<file path="src/rtl/run_detector.sv">
`default_nettype none
// ============================================================================
//  Module   : run_detector
//  Purpose  : Per-channel run-length detector. Raises a level while a channel
//             has seen at least MIN_RUN consecutive matching samples, pulses
//             hit on entry to detection and counts detections per channel.
//  Revision : 1.0  initial release
// ============================================================================
module run_detector #(
    parameter int CH      = 4,
    parameter int MIN_RUN = 2,
    parameter int CNT_W   = 8
) (
    input  logic                  clk,
    input  logic                  rst,
    input  logic                  en,
    input  logic                  pol,
    input  logic                  clr,
    input  logic [CH-1:0]         data_in,
    output logic [CH-1:0]         out,
    output logic [CH-1:0]         hit,
    output logic [CH*CNT_W-1:0]   evt_cnt
);

    localparam int                 c_RUN_W   = $clog2(MIN_RUN + 1);
    localparam logic [c_RUN_W-1:0] c_MIN_RUN = c_RUN_W'(MIN_RUN);
    localparam logic [c_RUN_W-1:0] c_RUN_ONE = c_RUN_W'(1);
    localparam logic [CNT_W-1:0]   c_CNT_MAX = '1;
    localparam logic [CNT_W-1:0]   c_CNT_ONE = CNT_W'(1);

    typedef enum logic [1:0] {
        IDLE   = 2'd0,
        COUNT  = 2'd1,
        DETECT = 2'd2
    } state_t;

    for (genvar c = 0; c < CH; c++) begin : g_chan
        state_t             r_state;
        state_t             w_state_nxt;
        logic [c_RUN_W-1:0] r_run_cnt;
        logic [c_RUN_W-1:0] w_run_nxt;
        logic               w_match;
        logic               w_hit_nxt;
        logic               r_hit;
        logic [CNT_W-1:0]   r_evt;

        assign w_match = data_in[c] ^ pol;

        always_comb begin
            w_state_nxt = r_state;
            w_run_nxt   = r_run_cnt;
            w_hit_nxt   = 1'b0;
            if (en) begin
                case (r_state)
                    IDLE: begin
                        if (w_match) begin
                            if (MIN_RUN == 1) begin
                                w_state_nxt = DETECT;
                                w_run_nxt   = c_MIN_RUN;
                                w_hit_nxt   = 1'b1;
                            end else begin
                                w_state_nxt = COUNT;
                                w_run_nxt   = c_RUN_ONE;
                            end
                        end
                    end
                    COUNT: begin
                        if (w_match) begin
                            w_run_nxt = r_run_cnt + c_RUN_ONE;
                            if (w_run_nxt == c_MIN_RUN) begin
                                w_state_nxt = DETECT;
                                w_hit_nxt   = 1'b1;
                            end
                        end else begin
                            w_state_nxt = IDLE;
                            w_run_nxt   = '0;
                        end
                    end
                    DETECT: begin
                        if (w_match) begin
                            w_run_nxt = c_MIN_RUN;
                        end else begin
                            w_state_nxt = IDLE;
                            w_run_nxt   = '0;
                        end
                    end
                    default: begin
                        w_state_nxt = IDLE;
                        w_run_nxt   = '0;
                    end
                endcase
            end
        end

        always_ff @(posedge clk or negedge rst) begin
            if (!rst) begin
                r_state   <= IDLE;
                r_run_cnt <= '0;
                r_hit     <= 1'b0;
            end else begin
                r_state   <= w_state_nxt;
                r_run_cnt <= w_run_nxt;
                r_hit     <= w_hit_nxt;
            end
        end

        // Clear takes priority over a same-edge increment; count saturates.
        always_ff @(posedge clk or negedge rst) begin
            if (!rst) begin
                r_evt <= '0;
            end else if (clr) begin
                r_evt <= '0;
            end else if (w_hit_nxt && (r_evt != c_CNT_MAX)) begin
                r_evt <= r_evt + c_CNT_ONE;
            end
        end

        assign out[c]                     = (r_state == DETECT);
        assign hit[c]                     = r_hit;
        assign evt_cnt[c*CNT_W +: CNT_W]  = r_evt;
    end

endmodule
`default_nettype wire

</file>
<file path="config.mk">
export PLATFORM = sky130hd
export DESIGN_NAME = run_detector
export DESIGN_NICKNAME = d
export VERILOG_FILES = /design/src/rtl/run_detector.sv
export SDC_FILE = /design/constraint.sdc
export NUM_CORES = 1
export LEC_CHECK = 0
export CAP_MARGIN = 20
export CELL_PAD_IN_SITES_DETAIL_PLACEMENT = 1
export CELL_PAD_IN_SITES_GLOBAL_PLACEMENT = 2
export CORE_AREA = 10 10 109 111
export CTS_CLUSTER_SIZE = 16
export DETAILED_ROUTE_END_ITERATION = 10
export DIE_AREA = 0 0 119 121
export PLACE_DENSITY_LB_ADDON = 0.1
export SYNTH_ARGS = -nofsm -noshare
export SYNTH_HDL_FRONTEND = slang
export SYNTH_SLANG_ARGS = --single-unit
</file>
<file path="constraint.sdc">
create_clock -name clk -period 1.77 [get_ports clk]
set_input_delay 0.531 -clock clk [delete_from_list [all_inputs] [get_ports clk]]
set_output_delay 0.531 -clock clk [all_outputs]
set_load 0.02 [all_outputs]
</file>
== Word level (Yosys, flattened, before mapping) ==
Index checks and enable logic that the tools add are counted.
Storage, ports and cells
  register bits after elaboration: 52
  word-level logic and storage cells: 132
  bits in writable memories: 0
  bits in latches: 0
  memories kept: 0
  bits of input ports: 9
  bits in read-only memories: 0
Operators by class
  bitwise operators: 4
  $lt $le $gt $ge: 0
  shifts and indexed selects: 0
  add/sub/neg operators: 8
  eq/ne operators: 28
  reduce and logical (&&, ||, !) cells: 20
  muxes and demuxes: 56
  divide/modulo/power cells: 0
  $mul: 0
Operators by type and width (number)
  2-to-1 mux 8 bit: 8
  2-to-1 mux 2 bit: 24
  one-hot mux 2 bit (3 select lines): 8
  adder 8 x 1 -> 8 bit, second input constant: 4
  != test 8 bit, second input constant: 4
  == test 2 bit, second input constant: 8
  2-to-1 mux 1 bit: 16
  != test 2 bit, second input constant: 8
  AND reduction 4 bit: 4
  != test 3 bit, second input constant: 4
  adder 2 x 1 -> 2 bit, second input constant: 4
  == test 2 x 1 -> 1 bit, second input constant: 4
  zero test 2 bit: 4
  AND reduction 2 bit: 4
  nonzero test 2 bit: 4
  logical AND 1 bit: 4
  bitwise XOR 1 bit: 4

== Logic depth before layout (Yosys ltp) ==
Gate-level depths: netlist of run 1.
  depth in word-level cells: 9
  depth in mapped cells: 8

== Least setup slack after synthesis of run 1 ==
No wires, ideal clock.
  path kind: input to register
  start point: in pol
  end point: reg g_chan[2].r_evt[5]
  slack: -0.166 ns
  arrival time: 1.808 ns
  path buffers: 2
  data required time: 1.642 ns
  library setup time: 0.128 ns
  cell stages on the path: 6
  cells stage by stage: buf_6 xnor2_2 or2_4 buf_6 nor4_4 mux2_1
On the way
  longest elaborated chain between the ends: 6
RTL lines
  start: declaration: line 17  | input logic pol,
  bitwise XOR 1 bit: line 47  | assign w_match = data_in[c] ^ pol;
  2-to-1 mux 1 bit: line 68  | if (w_match) begin
  2-to-1 mux 1 bit: line 54  | case (r_state)
  2-to-1 mux 1 bit: line 53  | if (en) begin
  logical AND 1 bit: line 113  | end else if (w_hit_nxt && (r_evt != c_CNT_MAX)) begin
  nonzero test 2 bit (no line)
  end signal: assignment: line 114  | r_evt <= r_evt + c_CNT_ONE;
  end: declaration: line 45  | logic [CNT_W-1:0] r_evt;
No other way between the ends.
A chain may end at the register's enable or synchronous reset.

== Final worst setup path of run 1 ==
  start point: reg g_chan[3].r_state[1]
  end point: reg g_chan[3].r_evt[5]
On the way
  longest elaborated chain between the ends: 5
RTL lines
  start: declaration: line 38  | state_t r_state;
  start signal: assignment: line 101  | r_state <= w_state_nxt;
  == test 2 x 1 -> 1 bit: line 54
  2-to-1 mux 1 bit: line 54
  2-to-1 mux 1 bit: line 53
  logical AND 1 bit: line 113
  nonzero test 2 bit (no line)
  end signal: assignment: line 114
  end: declaration: line 45
No other way between the ends.

==> results of run 1 <==
## metal layers
layer  vias to the layer above  track usage
li1                       1265            -
met1                      1299        0.134
met2                        39        0.198
met3                         6       0.0335
met4                         0       0.0275
met5                         -            0
## flip-flops by register name, summed over array words and instances (netlist names)
register,flops
g_chan.r_evt,32
g_chan.r_run_cnt,8
g_chan.r_state,8
g_chan.r_hit,4
## layout make-up
type | instances | area share
clock buffers | 7 | 0.0236
inverters | 16 | 0.0147
multi-input cells | 207 | 0.378
flip-flops and latches | 52 | 0.320
well taps | 133 | 0.0408
repair buffers | 108 | 0.223
## logic make-up after synthesis
| family | count (synthesis) | share of synthesized area |
|---|---|---|
| compound gates | 74 | 0.169 |
| xor+xnor | 8 | 0.0401 |
| fa+ha+maj | 8 | 0.0349 |
| buf+inv | 31 | 0.0540 |
| flops | 52 | 0.453 |
| mux | 10 | 0.0357 |
| simple gates | 107 | 0.213 |
## worst max-delay path: cells and delay by family (launching register included)
kind	cells	cell delay, ns
and+or+nand+nor	3	1.03
AOI/OAI and AO/OA	1	0.14
DFF	1	0.40
buffers and inverters	1	0.13
## report_power, final
group	internal, mW	switching, mW	total [mW]
clock	0.350	0.407	0.757
sequential	1.35	0.131	1.48
combinational	0.570	0.542	1.11
## synth_stat cells, types with 2 or more instances
master,number,share of area
sky130_fd_sc_hd__mux2i_1,8,0.028
sky130_fd_sc_hd__buf_4,4,0.010
sky130_fd_sc_hd__nand4b_1,3,0.0092
sky130_fd_sc_hd__inv_1,16,0.021
sky130_fd_sc_hd__o31ai_1,8,0.021
sky130_fd_sc_hd__nand2_1,16,0.021
sky130_fd_sc_hd__a21o_1,4,0.010
sky130_fd_sc_hd__a211oi_1,3,0.0078
sky130_fd_sc_hd__or4_1,6,0.016
sky130_fd_sc_hd__buf_6,3,0.012
sky130_fd_sc_hd__nor2b_1,7,0.015
sky130_fd_sc_hd__o211ai_1,2,0.0052
sky130_fd_sc_hd__nor2_1,20,0.026
sky130_fd_sc_hd__nor4_1,8,0.017
sky130_fd_sc_hd__clkbuf_1,6,0.0078
sky130_fd_sc_hd__a2111oi_0,3,0.0092
sky130_fd_sc_hd__o221ai_1,3,0.0092
sky130_fd_sc_hd__ha_1,8,0.035
sky130_fd_sc_hd__nand2b_1,2,0.0044
sky130_fd_sc_hd__nand3b_1,2,0.0052
sky130_fd_sc_hd__or3_1,9,0.020
sky130_fd_sc_hd__nand3_1,16,0.028
sky130_fd_sc_hd__and4b_1,2,0.0070
sky130_fd_sc_hd__dfrtp_1,52,0.45
sky130_fd_sc_hd__or2_4,2,0.0061
sky130_fd_sc_hd__o21ai_0,16,0.028
sky130_fd_sc_hd__a21oi_1,23,0.040
sky130_fd_sc_hd__nor3_1,3,0.0052
sky130_fd_sc_hd__o2bb2ai_1,3,0.0092
sky130_fd_sc_hd__nand4_1,5,0.011
sky130_fd_sc_hd__xor2_1,4,0.012
## path summary, 6_finish.rpt
path,endpoint,slack (ns)
max in group asynchronous,g_chan[2].r_evt[3],1.31
setup reg to reg,g_chan[3].r_evt[5],0.003
hold / removal,g_chan[3].r_hit,0.20
setup / recovery,g_chan[3].r_evt[5],0.003
hold reg to reg,g_chan[0].r_run_cnt[0],0.56
min in group clk,g_chan[0].r_run_cnt[0],0.56
## timing repair
item                                   4_1_cts  5_1_grt
cloned                                       1        0
setup buffers                                3        6
endpoints found under the hold margin        0        0
setup endpoints to repair                   71       27
gates resized for setup                     57       33
pin swaps                                    2       16
==> impl_metrics.tcl, run 1 <==
set metrics [dict create \
    tritoncts_num_sinks 52 \
    mappedNetlistArea_sq_um 2870 \
    wirelength_mm 8.22 \
    setup-tns-final_ns 0 \
    clk_latency_ns 0.31 \
    post_dp_cell_area_sq_um 3840 \
    count_of_synthesis_stage_warnings_from_yosys 0 \
    most_used_cells_in_the_layout_excluding_fill_and_tap_cells "sky130_fd_sc_hd__buf_4 (53), sky130_fd_sc_hd__dfrtp_1 (50), sky130_fd_sc_hd__dlygate4sd2_1 (41)" \
    timing.slew.headroom 0.681 \
    grt_usage 0.114 \
    hpwlAfterDp_mm 5.96 \
    timing.final.setup_violations 0 \
    io_buffers 48 \
    cts.clk_slew.worst_paths_ns 0.10 \
    r2r.worst_path.cells 5 \
    wirelength_met1_mm 3.64 \
    yosys.cell_types.count 54 \
    critical_path.startpoint_type "flip-flop" \
    detailedRoute.firstIterationViolations 66 \
    timing.critical_path.fanout_max 8 \
    start_util 0.298 \
    route.detailed.drc 0 \
    peakVddDrop_uv 409 \
    placeableCoreArea_sq_um 9640 \
    worst-endpoint-required_ns 2.02 \
    worst-endpoint-arrival_ns 2.01 \
    final_core_utilization 0.423 \
    fill_cells 1158 \
    instance_count_after_placement_with_tap_cells_included 506 \
    total_number_of_placement_rows 36 \
    antenna_found_initial 0 \
    drt_pass1_iterations 4 \
    cts_hold_buffers 0 \
    floorplan.io_pins 49 \
    postRouteAntennaNets 0 \
    syn_nets 307 \
    min_path_type "primary input to async pin" \
    most_common_library_cell_in_the_layout_ignoring_fill_and_taps "sky130_fd_sc_hd__buf_4" \
    syn-mean-instance-area_sq_um 9.90 \
    vias 2609 \
    clock-root-buffer "sky130_fd_sc_hd__clkbuf_8" \
    design.final.nets 407 \
    antennaDiodeCount 0 \
    pin_count_of_the_biggest_net_entering_global_routing 53 \
    hold-worst-slack_ns 0.199 \
    area_of_the_multi_input_gates_sq_um 1540 \
    critPathCaptureType "flip-flop" \
    drive_gt1_frac 0.279 \
    synth_cells 290 \
    reg2reg_from "g_chan[3].r_state[1]" \
    criticalPathCategory "flip-flop to flip-flop" \
    drv.max_cap_violation_count 0 \
    die_height_um 121 \
    worst-slew-pin-transition_ns 0.479 \
    clock_path_buffers 2 \
    drt-wirelength-per-cell_um 15.7 \
    layout.area.seq_sq_um 1300 \
    min_period_ns 1.77 \
    fin_crit_sh 0.998 \
    timing.fmax_ghz 0.566 \
    die_x_um 119 \
    number_of_endpoints_with_negative_hold_slack_in_the_final_report 0 \
    count_of_flip_flops_with_a_built_in_enable_after_synthesis 0 \
    cts_tree "done" \
    power_density_nw_per_um2 821 \
    cts_made_buffers 5 \
    met3WireLength_um 380 \
    outcome "complete, no violations" \
    synth_ff_type "sky130_fd_sc_hd__dfrtp_1" \
    leakagePower_nw 1.88 \
    met2RoutedLength_mm 4.14 \
    clock-skew-final_ns 0.00408 \
    vias_in_the_first_global_route 2756 \
    ys_ff_latch 52 \
    die-area_sq_um 14400 \
    post_route_cell_area_sq_um 4080 \
    cp_slowest_cell "sky130_fd_sc_hd__or4b_4" \
    timing.critical_path.from "g_chan[3].r_state[1]" \
    crit_chain "buf_6, nand4b_1, or2_4, or4b_4, a21oi_2" \
    dpl_worst_slack_ns -0.622 \
    grt.overflow.total 0 \
    timing.critical_path.slowest_cell_delay_ns 0.54 \
    final_weighted_congestion_in_routability_driven_placement 0.748 \
    setup_slack_ns 0.00292 \
    flow.area_growth_from_synthesis_pct 42.0 \
    grt_first_pass_wirelength_mm 13.7 \
    synth.yosys.seq_area_share 0.453 \
    highest_layer "met4" \
    synth-async-reset-ratio 1.00 \
    deepest_level_of_the_cts_h_tree 2 \
    rsz0062_at_grt "yes" \
    post_route_non_filler_standard_cell_count 523 \
    power_mw 3.35 \
    routed_via_density 4.99 \
    timing_max_transition_violations_final 0 \
]
No activity file was read; power rests on OpenSTA's default activity.
==> run 2: changes to the inputs <==
Settings changed: SETUP_SLACK_MARGIN set to 0.1.
==> run 2 against run 1 <==
  * Combinational power up 26%
  * Maximum frequency hardly changed
  * Sequential share of layout area shrank 1.8 points
  * Worst hold slack worse by 0.0023 ns
  * Global-route usage grew 0.97 points
  * Largest cell class unchanged
  * Final area grew 6.1%
  * Utilization rose by 2.6 points
==> impl_metrics.tcl, run 2 (synthesis results as in run 1) <==
set metrics [dict create \
    outcome "complete, no violations" \
    route.detailed.drc 0 \
    total_number_of_placement_rows 36 \
    leakagePower_nw 1.95 \
    design.final.nets 424 \
    detailedRoute.firstIterationViolations 102 \
    flow.area_growth_from_synthesis_pct 50.6 \
    vias 2689 \
    placeableCoreArea_sq_um 9640 \
    reg_top3 "g_chan.r_evt x32, g_chan.r_run_cnt x8, g_chan.r_state x8" \
    timing.critical_path.fanout_max 2 \
    power_density_nw_per_um2 834 \
    fin_crit_sh 0.999 \
    timing.critical_path.slowest_cell_delay_ns 0.53 \
    final_weighted_congestion_in_routability_driven_placement 0.768 \
    clock-root-buffer "sky130_fd_sc_hd__clkbuf_8" \
    hpwlAfterDp_mm 6.15 \
    crit_chain "inv_1, ha_2, nand4b_1, or2_4, or4_4, a21oi_2" \
    setup_slack_ns 0.00129 \
    cts_made_buffers 5 \
    most_used_cells_in_the_layout_excluding_fill_and_tap_cells "sky130_fd_sc_hd__buf_4 (70), sky130_fd_sc_hd__dfrtp_1 (48), sky130_fd_sc_hd__dlygate4sd2_1 (25)" \
    fill_cells 1143 \
    antennaDiodeCount 0 \
    rsz0062_at_grt "yes" \
    antenna_found_initial 0 \
    clock-skew-final_ns 0.00951 \
    critPathCaptureType "flip-flop" \
    peakVddDrop_uv 392 \
    postRouteAntennaNets 0 \
    cts.clk_slew.worst_paths_ns 0.10 \
    min_path_type "primary input to async pin" \
    vias_in_the_first_global_route 2889 \
    criticalPathCategory "flip-flop to flip-flop" \
    drt_pass1_iterations 4 \
    setup-tns-final_ns 0 \
    regMostFlops "g_chan.r_evt" \
    largest_register_ff_count 32 \
    grt_first_pass_wirelength_mm 14.9 \
    die_height_um 121 \
    deepest_level_of_the_cts_h_tree 2 \
    power_mw 3.61 \
    critical_path.n_buffers_inverters 1 \
    drv.max_cap_violation_count 0 \
    dpl_worst_slack_ns -0.622 \
    floorplan.io_pins 49 \
    critical-path-top-delay-family "simple AND/OR/NAND/NOR gates" \
    wirelength_mm 8.98 \
    cp_slowest_cell "sky130_fd_sc_hd__or4_4" \
    drive_gt1_frac 0.380 \
    grt_usage 0.123 \
    grt.overflow.total 0 \
    critical_path.startpoint_type "flip-flop" \
    timing_max_transition_violations_final 0 \
    die_x_um 119 \
    timing.slew.headroom 0.662 \
    hold-worst-slack_ns 0.197 \
    tritoncts_num_sinks 52 \
    start_util 0.298 \
    number_of_endpoints_with_negative_hold_slack_in_the_final_report 0 \
    timing.fmax_ghz 0.565 \
    cts_hold_buffers 0 \
    timing.final.setup_violations 0 \
    routed_via_density 4.97 \
    min_period_ns 1.77 \
    cts_tree "done" \
    clock_path_buffers 2 \
    drt-wirelength-per-cell_um 16.6 \
    post_dp_cell_area_sq_um 3910 \
    post_route_cell_area_sq_um 4330 \
    worst-slew-pin-transition_ns 0.506 \
    worst-endpoint-required_ns 2.01 \
    io_buffers 48 \
    most_common_library_cell_in_the_layout_ignoring_fill_and_taps "sky130_fd_sc_hd__buf_4" \
    pin_count_of_the_biggest_net_entering_global_routing 53 \
    die-area_sq_um 14400 \
    worst-endpoint-arrival_ns 2.01 \
    clk_latency_ns 0.31 \
]
[run 2: cell count changes in the layout (fill, tap and decap cells not counted), sizes merged]
cell / delta
clkinvlp: +1
or2: +1
clkbuf: +10
dlygate4sd2: -16
inv: -1
buf: +20
clkdlybuf4s15: +3
[run 2: worst paths after layout]
path	slack (ns)	depth (start not counted)	startpoint	end
worst max-delay path	0.001	6	g_chan[2].r_run_cnt[1]	g_chan[2].r_evt[3]
worst min-delay path	0.20	2	rst	g_chan[0].r_state[1]
worst max register to register	0.001	6	g_chan[2].r_run_cnt[1]	g_chan[2].r_evt[3]
worst min register to register	0.57	1	g_chan[2].r_run_cnt[0]	g_chan[2].r_run_cnt[0]
max in group asynchronous	1.28	2	rst	g_chan[1].r_evt[1]
min in group clk	0.57	1	g_chan[2].r_run_cnt[0]	g_chan[2].r_run_cnt[0]
[run 2: stage by stage]
step	util	std cells
floorplan	-	290
global placement	0.406	517
detailed placement	0.406	517
CTS	0.428	532
global route	0.449	541
finish	0.449	541
[run 2: layout make-up]
| type | instances | area, sq um | share of cell area |
|---|---|---|---|
| multi-input cells | 208 | 1710 | 0.396 |
| repair buffers | 124 | 987 | 0.228 |
| clock buffers | 8 | 90.1 | 0.0208 |
| inverters | 16 | 63.8 | 0.0148 |
| well taps | 133 | 166 | 0.0385 |
| flip-flops and latches | 52 | 1310 | 0.302 |
[run 2: power by group]
| group | total [mW] | internal [mW] | switching (mW) |
|---|---|---|---|
| logic | 1.40 | 0.735 | 0.661 |
| clock network | 0.729 | 0.321 | 0.408 |
| registers | 1.48 | 1.35 | 0.133 |
| total | 3.61 | 2.41 | 1.20 |
[run 2: layer usage]
| layer | part of all wire | track usage |
|---|---|---|
| met2 | 0.47 | 0.201 |
| met5 | 0 | 0 |
| met4 | 0.0072 | 0.0229 |
| met1 | 0.48 | 0.164 |
| met3 | 0.041 | 0.0289 |
[run 2: what timing repair did]
action                                  in CTS  in global routing
gates resized for setup                    101                 56
endpoints found under the setup margin      89                 48
gates cloned                                 1                  0
pin swaps                                   15                 18
buffers inserted                             6                  9
[run 2: worst reg2reg max path, stage by stage, from the launching register on]
cell	delay, ns
sky130_fd_sc_hd__dfrtp_1	0.40
sky130_fd_sc_hd__inv_1	0.07
sky130_fd_sc_hd__ha_2	0.17
sky130_fd_sc_hd__nand4b_1	0.12
sky130_fd_sc_hd__or2_4	0.27
sky130_fd_sc_hd__or4_4	0.53
sky130_fd_sc_hd__a21oi_2	0.14
